**src/rtl/kvs_query_ctrl.sv**
```systemverilog
// ---------------------------------------------------------------------------
// kvs_query_ctrl
//
// Initiator side of the KVS lookup interface; db_top answers on the other
// side. Parsed flow keys come in from the Ethernet parser over a valid/ready
// handshake and are forwarded to the database as one-cycle lookup strobes.
// Every accepted key leaves an entry {flag, accept tick} in an in-order
// outstanding FIFO. Database responses arrive strictly in request order and
// are matched against the FIFO head. When the head waits too long, a timeout
// verdict is emitted instead. The database's eventual late answer is then
// swallowed through the skip counter. Runs entirely in the db_clk domain.
//
// Ports
//   clk             db_clk, the only clock
//   rst             synchronous, active-high reset
//   req_key         flow key from the parser
//   req_flag        request flag, forwarded to the DB and returned with verdict
//   req_valid       parser key valid
//   req_ready       key accepted when req_valid & req_ready
//   in_key          lookup key to the DB
//   in_flag         lookup flag to the DB
//   in_valid        one-cycle lookup strobe to the DB
//   out_valid       DB response strobe, in request order
//   out_flag        DB response flag, bit 0 = hit
//   verdict_valid   one-cycle verdict strobe, consumer never stalls
//   verdict_hit     out_flag[0] of the matched response, 0 on timeout
//   verdict_timeout verdict produced by timeout
//   verdict_flag    req_flag of the matched request
//   err_spurious    sticky: a response arrived with nothing outstanding
// ---------------------------------------------------------------------------
module kvs_query_ctrl #(
  parameter int KEY_SIZE  = 96,
  parameter int FLAG_W    = 4,
  parameter int MAX_OUTST = 8,
  parameter int TIMEOUT   = 1024
) (
  input  logic                clk,
  input  logic                rst,
  input  logic [KEY_SIZE-1:0] req_key,
  input  logic [FLAG_W-1:0]   req_flag,
  input  logic                req_valid,
  output logic                req_ready,
  output logic [KEY_SIZE-1:0] in_key,
  output logic [FLAG_W-1:0]   in_flag,
  output logic                in_valid,
  input  logic                out_valid,
  input  logic [FLAG_W-1:0]   out_flag,
  output logic                verdict_valid,
  output logic                verdict_hit,
  output logic                verdict_timeout,
  output logic [FLAG_W-1:0]   verdict_flag,
  output logic                err_spurious
);

  localparam int PTR_W = $clog2(MAX_OUTST);
  localparam int CNT_W = PTR_W + 1;
  localparam logic [CNT_W:0] MAX_SUM     = (CNT_W + 1)'(MAX_OUTST);
  localparam logic [15:0]    TIMEOUT_AGE = 16'(TIMEOUT);

  // Free-running timestamp counter
  logic [15:0] tick_q, tick_d;

  // Outstanding-request FIFO
  logic [FLAG_W-1:0] flag_mem_q [MAX_OUTST];
  logic [FLAG_W-1:0] flag_mem_d [MAX_OUTST];
  logic [15:0]       ts_mem_q   [MAX_OUTST];
  logic [15:0]       ts_mem_d   [MAX_OUTST];
  logic [PTR_W-1:0]  wr_ptr_q, wr_ptr_d;
  logic [PTR_W-1:0]  rd_ptr_q, rd_ptr_d;
  logic [CNT_W-1:0]  fifo_cnt_q, fifo_cnt_d;

  // Late responses still owed by the DB for requests that already timed out
  logic [CNT_W-1:0]  skip_cnt_q, skip_cnt_d;

  logic              req_ready_q, req_ready_d;

  // Lookup and verdict output registers
  logic [KEY_SIZE-1:0] in_key_q, in_key_d;
  logic [FLAG_W-1:0]   in_flag_q, in_flag_d;
  logic                in_valid_q, in_valid_d;
  logic                verdict_valid_q, verdict_valid_d;
  logic                verdict_hit_q, verdict_hit_d;
  logic                verdict_timeout_q, verdict_timeout_d;
  logic [FLAG_W-1:0]   verdict_flag_q, verdict_flag_d;
  logic                err_spurious_q, err_spurious_d;

  // Per-cycle events
  logic              accept;
  logic              fifo_empty;
  logic              resp_skip;
  logic              resp_pop;
  logic              resp_spurious;
  logic              timeout_pop;
  logic              pop;
  logic [15:0]       head_age;
  logic [CNT_W:0]    load_sum;

  // Classify this cycle's events. A response first pays off any owed skip.
  // Otherwise it matches the FIFO head. With nothing outstanding it is
  // spurious. The timeout looks at the head as it stands this cycle and
  // yields to a popping response; modulo-2^16 age keeps tick wrap harmless.
  always_comb begin
    accept        = req_valid & req_ready_q;
    fifo_empty    = (fifo_cnt_q == '0);
    resp_skip     = out_valid & (skip_cnt_q != '0);
    resp_pop      = out_valid & (skip_cnt_q == '0) & ~fifo_empty;
    resp_spurious = out_valid & (skip_cnt_q == '0) & fifo_empty;
    head_age      = tick_q - ts_mem_q[rd_ptr_q];
    timeout_pop   = ~fifo_empty & (head_age >= TIMEOUT_AGE) & ~resp_pop;
    pop           = resp_pop | timeout_pop;
  end

  // FIFO bookkeeping: push on accept, pop on a matched response or timeout.
  // Both may happen in one cycle, leaving the occupancy unchanged.
  always_comb begin
    flag_mem_d = flag_mem_q;
    ts_mem_d   = ts_mem_q;
    wr_ptr_d   = wr_ptr_q;
    rd_ptr_d   = rd_ptr_q;
    if (accept) begin
      flag_mem_d[wr_ptr_q] = req_flag;
      ts_mem_d[wr_ptr_q]   = tick_q;
      wr_ptr_d             = wr_ptr_q + PTR_W'(1);
    end
    if (pop) begin
      rd_ptr_d = rd_ptr_q + PTR_W'(1);
    end
    fifo_cnt_d = fifo_cnt_q + CNT_W'(accept) - CNT_W'(pop);
    skip_cnt_d = skip_cnt_q - CNT_W'(resp_skip) + CNT_W'(timeout_pop);
    tick_d     = tick_q + 16'd1;
  end

  // Ready is registered but computed from next-cycle occupancy, so it
  // drops right after the last free slot is taken and rises the cycle
  // after a pop or a skip discard frees one.
  always_comb begin
    load_sum    = {1'b0, fifo_cnt_d} + {1'b0, skip_cnt_d};
    req_ready_d = (load_sum < MAX_SUM);
  end

  // Lookup strobe toward the DB, one cycle after the accept
  always_comb begin
    in_valid_d = accept;
    in_key_d   = accept ? req_key  : in_key_q;
    in_flag_d  = accept ? req_flag : in_flag_q;
  end

  // Verdict for whichever pop happened this cycle; at most one can happen.
  // The spurious flag is sticky until reset.
  always_comb begin
    verdict_valid_d   = pop;
    verdict_hit_d     = resp_pop & out_flag[0];
    verdict_timeout_d = timeout_pop;
    verdict_flag_d    = pop ? flag_mem_q[rd_ptr_q] : '0;
    err_spurious_d    = err_spurious_q | resp_spurious;
  end

  // State registers with synchronous reset
  always_ff @(posedge clk) begin
    if (rst) begin
      tick_q            <= '0;
      for (int i = 0; i < MAX_OUTST; i++) begin
        flag_mem_q[i] <= '0;
        ts_mem_q[i]   <= '0;
      end
      wr_ptr_q          <= '0;
      rd_ptr_q          <= '0;
      fifo_cnt_q        <= '0;
      skip_cnt_q        <= '0;
      req_ready_q       <= 1'b0;
      in_key_q          <= '0;
      in_flag_q         <= '0;
      in_valid_q        <= 1'b0;
      verdict_valid_q   <= 1'b0;
      verdict_hit_q     <= 1'b0;
      verdict_timeout_q <= 1'b0;
      verdict_flag_q    <= '0;
      err_spurious_q    <= 1'b0;
    end else begin
      tick_q            <= tick_d;
      flag_mem_q        <= flag_mem_d;
      ts_mem_q          <= ts_mem_d;
      wr_ptr_q          <= wr_ptr_d;
      rd_ptr_q          <= rd_ptr_d;
      fifo_cnt_q        <= fifo_cnt_d;
      skip_cnt_q        <= skip_cnt_d;
      req_ready_q       <= req_ready_d;
      in_key_q          <= in_key_d;
      in_flag_q         <= in_flag_d;
      in_valid_q        <= in_valid_d;
      verdict_valid_q   <= verdict_valid_d;
      verdict_hit_q     <= verdict_hit_d;
      verdict_timeout_q <= verdict_timeout_d;
      verdict_flag_q    <= verdict_flag_d;
      err_spurious_q    <= err_spurious_d;
    end
  end

  assign req_ready       = req_ready_q;
  assign in_key          = in_key_q;
  assign in_flag         = in_flag_q;
  assign in_valid        = in_valid_q;
  assign verdict_valid   = verdict_valid_q;
  assign verdict_hit     = verdict_hit_q;
  assign verdict_timeout = verdict_timeout_q;
  assign verdict_flag    = verdict_flag_q;
  assign err_spurious    = err_spurious_q;

endmodule

```
**config.mk**
```make
export PLATFORM = sky130hd
export DESIGN_NAME = kvs_query_ctrl
export DESIGN_NICKNAME = d
export VERILOG_FILES = /design/src/rtl/kvs_query_ctrl.sv
export SDC_FILE = /design/constraint.sdc
export NUM_CORES = 1
export LEC_CHECK = 0
export BUFFER_PORTS_ARGS = -buffer_cell sky130_fd_sc_hd__buf_2
export CAP_MARGIN = 25
export CORE_MARGIN = 3
export CORE_UTILIZATION = 60
export CTS_BUF_LIST = sky130_fd_sc_hd__clkbuf_4 sky130_fd_sc_hd__clkbuf_8 sky130_fd_sc_hd__clkbuf_16
export CTS_CLUSTER_SIZE = 12
export DETAILED_ROUTE_END_ITERATION = 12
export GPL_ROUTABILITY_DRIVEN = 0
export HOLD_SLACK_MARGIN = 0.12
export PLACE_DENSITY = 0.89
export SLEW_MARGIN = 15
export SYNTH_ARGS = -nofsm -noshare
export SYNTH_HDL_FRONTEND = slang
export SYNTH_SLANG_ARGS = --single-unit
```
**constraint.sdc**
```tcl
create_clock -name clk -period 10.6 [get_ports clk]
set_input_delay 1.06 -clock clk [delete_from_list [all_inputs] [get_ports clk]]
set_output_delay 1.06 -clock clk [all_outputs]
set_load 0.1 [all_outputs]
```
==> results of run 1 <==
## tightest hold or removal path, cell delays in order, from the launching register on
cell and delay (ns):
dfxtp_1 0.30, nand2_1 0.05, a21oi_1 0.05
## per-layer routing
metal,GRT usage,vias up,part of all wire
met1,0.365,5396,0.37
met2,0.495,600,0.50
li1,-,5298,-
met3,0.0622,131,0.090
met4,0.122,0,0.040
met5,0,-,0
## worst max path at each step
stage                        startpoint                    to  slack, ns  depth (start not counted)
5_1_grt        rd_ptr_q[0]$_SDFFE_PP0P_  req_ready$_SDFF_PP0_       4.50                         18
6_report       rd_ptr_q[0]$_SDFFE_PP0P_  req_ready$_SDFF_PP0_       4.82                         18
3_5_place_dp   rd_ptr_q[0]$_SDFFE_PP0P_  req_ready$_SDFF_PP0_       4.86                         18
2_1_floorplan  rd_ptr_q[1]$_SDFFE_PP0P_  req_ready$_SDFF_PP0_       5.17                         22
4_1_cts        rd_ptr_q[0]$_SDFFE_PP0P_  req_ready$_SDFF_PP0_       4.81                         18
3_3_place_gp   rd_ptr_q[0]$_SDFFE_PP0P_  req_ready$_SDFF_PP0_       5.02                         19
## layout make-up
class                   instances  area (µm²)
clock buffers                  39         837
flip-flops and latches        300        6010
inverters                      13        48.8
fillers                      1477        5790
multi-input cells            1076        6180
repair buffers                233        1250
well taps                     270         338
clock inverters                 3        32.5
## registers in the layout, summed over array words and instances (netlist names), 3 cells and up
signal,count
fifo_cnt_q,4
flag_mem_q,32
in_flag,4
in_key,96
rd_ptr_q,3
skip_cnt_q,4
tick_q,16
ts_mem_q,128
verdict_flag,4
wr_ptr_q,3
## kinds of logic after synthesis
family / count (synthesis)
adders and majority gates: 32
and+or+nand+nor: 643
xor gates and xnor gates: 23
buffers and inverters: 141
DFF: 300
muxes: 64
AOI/OAI and AO/OA: 314
## per-stage QoR
| stage | worst slack (ns) | cells | utilization |
|---|---|---|---|
| after floorplan | 5.17 | 1517 | - |
| after global placement | 5.02 | 1889 | 0.672 |
| after detailed placement | 4.86 | 1890 | 0.673 |
| after CTS | 4.81 | 1932 | 0.715 |
| after global routing | 4.50 | 1934 | 0.717 |
| final | 4.82 | 1934 | 0.717 |
## layout by cell type (no fill, tap or decap), types with 3 or more instances in the layout
cell type / Yosys / layout
xnor2_1: 7 / 7
nor2b_1: 12 / 12
a21oi_1: 277 / 277
nand4_1: 3 / 3
inv_1: 13 / 13
o21ai_0: 4 / 4
and3_1: 5 / 5
xor2_1: 15 / 15
a21o_1: 7 / 7
ha_1: 30 / 30
dfxtp_1: 300 / 298
a211oi_1: 3 / 3
mux4_2: 40 / 40
nand2_1: 542 / 541
clkbuf_8: 0 / 3
nand2b_1: 5 / 5
nand3_1: 14 / 14
clkbuf_16: 0 / 30
o21ai_1: 3 / 3
buf_4: 0 / 16
or3_1: 5 / 5
buf_2: 4 / 213
nor3b_2: 4 / 4
clkbuf_4: 0 / 6
nor3_2: 0 / 4
mux2i_1: 20 / 20
nor2_1: 32 / 32
## report_power, final
part           switching [mW]  internal (mW)
logic                   0.558          0.254
clock network           0.424          0.547
registers              0.0295           1.18
total                    1.01           1.98
==> run_results.csv, run 1 <==
group,metric,value,unit
run_status,status,"finished clean",
setup_path,rrSetupSlack,4.82,ns
min_path,hold_start,"in_flag[0]$_SDFFE_PP0P_",
min_path,hold_end,"in_flag[0]$_SDFFE_PP0P_",
synthesis,netlist_top_cells_area,"dfxtp_1 (47%), nand2_1 (16%), a21oi_1 (11%), mux4_2 (7.1%), clkbuf_1 (3.3%)",
setup_path,critPathKind,"register to register",
synthesis,syn_nets,1657,
grt,grt_pass1_wl,54400,µm
synthesis,synth-async-reset-ratio,0,
setup_path,worst-endpoint-required,11.08,ns
job,maxCapViolations,0,
setup_path,crit_slowest_cell,"buf_4",
sta,clock.fmax,0.173,GHz
setup_path,arrival,6.26,ns
synthesis,yosys.area_share.adder,0.0327,
drt,vias,11425,
sta,rsz0062_at_grt,"no",
setup_path,start_kind,"register",
placed_design,portBuffers,214,
synthesis,synth_cell_types,59,
drt,remaining_drc_errors,0,
synthesis,synth_edf_count,0,
drt,drt_first_pass_iters,5,
synthesis,yosysWarnings,0,
min_path,holdPathStages,2,
sta,hold_viol_final,0,
grt,grt_max_degree,138,
clock_tree,tritoncts,"yes",
clock_tree,clk_latency,0.56,ns
power,power.density,204,nW/µm²
synthesis,synth.top_cell.area_share,0.473,
clock_tree,clockBufferDepth,3,
drt,drtIter0Drc,1239,
synthesis,avgSynthCellArea,8.37,µm²
setup_path,path_cells,"buf_4 -> mux4_2 -> mux2i_1 -> ha_1 -> a21o_1 -> o211ai_2 -> mux2_4 -> o311ai_4 -> nor4_4 -> a21oi_4 -> nand2_1 -> ha_1 -> a21o_1 -> a21oi_1 -> xor2_1 -> ha_1 -> or4_1 -> a21oi_1",
drt,drt-vias-per-instance,5.91,
floorplanning,row_count,52,
sta,worst_slew_pin_slew,1.16,ns
floorplanning,dieArea,22900,µm²
power,fin_total_pwr,2.99,mW
floorplanning,die_w,151,µm
cells_and_area,diodes,0,
drt,routedWlPerCell,18.0,µm
synthesis,synth.yosys.seq_area_share,0.473,
synthesis,yosys.area.top_type,"dfxtp_1",
clock_tree,cts-root-buf,"clkbuf_16",
sta,fin_skew,0.0235,ns
sta,maxSlewHeadroom,0.219,
synthesis,postSynthCellCount,1517,
setup_path,worstSetupEndpointType,"register",
sta,whs,0.450,ns
drt,wl,34800,µm
placed_design,post_dp_cell_area,13800,µm²
synthesis,synthFlopType,"dfxtp_1",
clock_tree,cts_made_buffers,30,
cells_and_area,drive_gt1_frac,0.210,
drt,detail-route-antenna-nets,0,
power,p_leak,5.59,nW
floorplanning,core_area,20500,µm²
placed_design,dp_hpwl,21100,µm
setup_path,reg2regPathDepth,18,
grt,antenna_found_initial,0,
grt,overflow,0,
setup_path,crit_top_cell,"ha_1",
setup_path,r2r-end,"req_ready$_SDFF_PP0_",
synthesis,synth_area,12700,µm²
grt,grt_pass1_vias,11065,
sta,fin_tns_setup,0,ns
synthesis,synthSimpleGateAreaFrac,0.207,
synthesis,synth_common_cells,"nand2_1 (542), dfxtp_1 (300), a21oi_1 (277)",
clock_tree,cts_resized,0,
clock_tree,path_clk_slew,0.06,ns
setup_path,r2r_start,"rd_ptr_q[0]$_SDFFE_PP0P_",
clock_tree,cts_sinks,300,
clock_tree,hold_buffers,0,
sta,slew_violations,0,
setup_path,path_delay_family,"compound AO/OA/AOI/OAI gates",
setup_path,crit_buf_inv,1,
min_path,worstHoldPathType,"register to register",
sta,finalCritPeriodShare,0.545,
sta,setup_violations,0,
synthesis,synth.ff_latch_count,300,
clock_tree,cts_setup_buffers,0,
synthesis,synth_most_common_cell,"nand2_1",
synthesis,synth-xor-area-share,0.0165,
setup_path,crit_fanout,43,
synthesis,synth_top_family_by_area,"simple AND/OR/NAND/NOR gates",
floorplanning,start_util,0.619,
floorplanning,fp.dieH,151,µm
setup_path,slowest_delay,0.62,ns
cells_and_area,syn2layout_area_growth,15.8,%
synthesis,synthMuxAreaShare,0.0909,
floorplanning,io-pin-count,218,
cells_and_area,final_cell_area,14700,µm²
cells_and_area,fin_nets,1794,
power,vdd_drop_max,0.139,mV
sta,period_needed,5.78,ns
grt,grt.total_usage,0.293,
synthesis,synth_compound_area_frac,0.137,
clock_tree,htree_levels,1,
No activity file was read; power rests on OpenSTA's default activity.
==> run 2: changes to the inputs <==
Settings changed: CORE_UTILIZATION 60 to 56, PLACE_DENSITY 0.89 to 0.84.
Clock period 10.6 ns to 6.1 ns, I/O delays scaled along.
==> run_results.csv, run 2 (synthesis results as in run 1) <==
group,metric,value,unit
cells_and_area,final_cell_mix,"nand2_1 (541), dfxtp_1 (298), a21oi_1 (277)",
sta,period_needed,5.40,ns
cells_and_area,diodes,0,
power,p_leak,5.67,nW
min_path,worstHoldPathType,"primary input to register",
floorplanning,io-pin-count,218,
clock_tree,cts_resized,0,
placed_design,dp_hpwl,21300,µm
drt,detail-route-antenna-nets,0,
clock_tree,tritoncts,"yes",
power,p_sw,1.73,mW
setup_path,crit_fanout,16,
clock_tree,cts_setup_buffers,0,
cells_and_area,final_cell_area,14900,µm²
drt,routedWlPerCell,17.3,µm
sta,setup_violations,0,
floorplanning,row_count,54,
clock_tree,clk_latency,0.55,ns
floorplanning,die_w,157,µm
sta,hold_viol_final,0,
power,pwr-share-clk,0.334,
sta,fin_tns_setup,0,ns
cells_and_area,regMostFlops,"ts_mem_q",
clock_tree,cts_made_buffers,30,
sta,rsz0062_at_grt,"no",
sta,slew_violations,0,
clock_tree,cts_sinks,300,
grt,grt_max_degree,111,
grt,overflow,0,
drt,drt-vias-per-instance,5.77,
setup_path,arrival,5.89,ns
clock_tree,path_clk_slew,0.06,ns
floorplanning,dieArea,24500,µm²
drt,vias,11261,
sta,finalCritPeriodShare,0.886,
run_status,status,"finished clean",
cells_and_area,final_common_cell,"nand2_1",
drt,wl,33900,µm
grt,grt.total_usage,0.268,
grt,antenna_found_initial,0,
power,power.density,356,nW/µm²
cells_and_area,syn2layout_area_growth,17.1,%
clock_tree,clockBufferDepth,3,
setup_path,worstSetupEndpointType,"register",
floorplanning,start_util,0.576,
sta,worst_slew_pin_slew,1.05,ns
clock_tree,hold_buffers,0,
power,switching_share,0.326,
setup_path,worst-endpoint-required,6.59,ns
grt,grt_pass1_vias,11083,
placed_design,portBuffers,214,
power,vdd_drop_max,0.272,mV
setup_path,critPathKind,"register to register",
clock_tree,cts-root-buf,"clkbuf_16",
sta,clock.fmax,0.185,GHz
job,maxCapViolations,0,
clock_tree,htree_levels,1,
power,power_frac_comb,0.265,
cells_and_area,n_fill_cell,1667,
sta,maxSlewHeadroom,0.303,
sta,fin_skew,0.0114,ns
power,intPower,3.57,mW
grt,grt_pass1_wl,54100,µm
power,seq_power_share,0.401,
setup_path,start_kind,"register",
drt,drt_first_pass_iters,5,
cells_and_area,largest_reg_flops,128,
drt,remaining_drc_errors,0,
placed_design,post_dp_cell_area,13900,µm²
floorplanning,core_area,22000,µm²
floorplanning,fp.dieH,157,µm
cells_and_area,drive_gt1_frac,0.214,
cells_and_area,fin_nets,1799,
drt,drtIter0Drc,1215,
run 2: changes by cell type in the layout (fill, tap and decap cells not counted):
cell,delta
buf_12,+3
clkbuf_4,+3
buf_8,+2
bufinv_16,+1
clkbuf_16,+1
clkbuf_8,+1
clkinv_8,-1
inv_8,-1
run 2: routing by layer:
metal  global-route usage  share of wire  up-vias
li1                     -              -     5306
met3               0.0622          0.095       87
met1                0.342           0.39     5313
met5                    0              0        -
met2                0.452           0.49      555
met4               0.0859          0.026        0
run 2: power by group through the flow:
| stage | logic, mW | registers [mW] | clock network, mW |
|---|---|---|---|
| floorplan | 0.720 | 2.53 | 0 |
| global placement | 1.37 | 2.16 | 0 |
| detailed placement | 1.40 | 2.16 | 0 |
| CTS | 1.41 | 2.12 | 1.79 |
| global route | 1.53 | 2.13 | 1.86 |
| finish | 1.40 | 2.12 | 1.77 |
run 2: final cells by class:
| class | instances | area, µm² | share of cell area |
|---|---|---|---|
| Multi-Input combinational cell | 1076 | 6180 | 0.416 |
| Sequential cell | 300 | 6010 | 0.404 |
| Inverter | 13 | 48.8 | 0.00328 |
| Clock inverter | 2 | 35.0 | 0.00236 |
| Tap cell | 280 | 350 | 0.0236 |
| Timing Repair Buffer | 238 | 1350 | 0.0905 |
| Clock buffer | 44 | 898 | 0.0604 |
run 2: worst paths after layout:
kind                       startpoint                 endpoint  slack (ns)  depth (start not counted)
min reg2reg   in_key[87]$_SDFFE_PP0P_  in_key[87]$_SDFFE_PP0P_        0.45                          2
min                       req_key[93]  in_key[93]$_SDFFE_PP0P_        0.29                          3
max          rd_ptr_q[0]$_SDFFE_PP0P_     req_ready$_SDFF_PP0_        0.70                         19
max reg2reg  rd_ptr_q[0]$_SDFFE_PP0P_     req_ready$_SDFF_PP0_        0.70                         19
run 2: critical path: stages, from the launching register on:
cell and delay, ns:
dfxtp_2 0.60, buf_12 0.24, mux4_2 0.51, mux2i_1 0.29, ha_1 0.39, and3_1 0.22, and2_1 0.17, a21oi_1 0.24
a41oi_2 0.16, xnor2_1 0.19, nor2_1 0.11, a21oi_4 0.36, nand2_1 0.17, ha_1 0.31, a21o_1 0.17, a21oi_1 0.18
xor2_1 0.19, ha_1 0.25, or4_1 0.47, a21oi_1 0.12
run 2: through the flow:
| step | std cells | hold WS [ns] | setup WS [ns] | util | total power, mW |
|---|---|---|---|---|---|
| after floorplan | 1517 | 0.433 | 0.674 | - | 3.25 |
| after global placement | 1902 | 0.439 | 0.765 | 0.629 | 3.53 |
| after detailed placement | 1903 | 0.443 | 0.698 | 0.630 | 3.56 |
| after CTS | 1949 | 0.274 | 0.682 | 0.672 | 5.32 |
| after global routing | 1953 | 0.289 | 0.247 | 0.675 | 5.53 |
| final | 1953 | 0.290 | 0.696 | 0.675 | 5.29 |
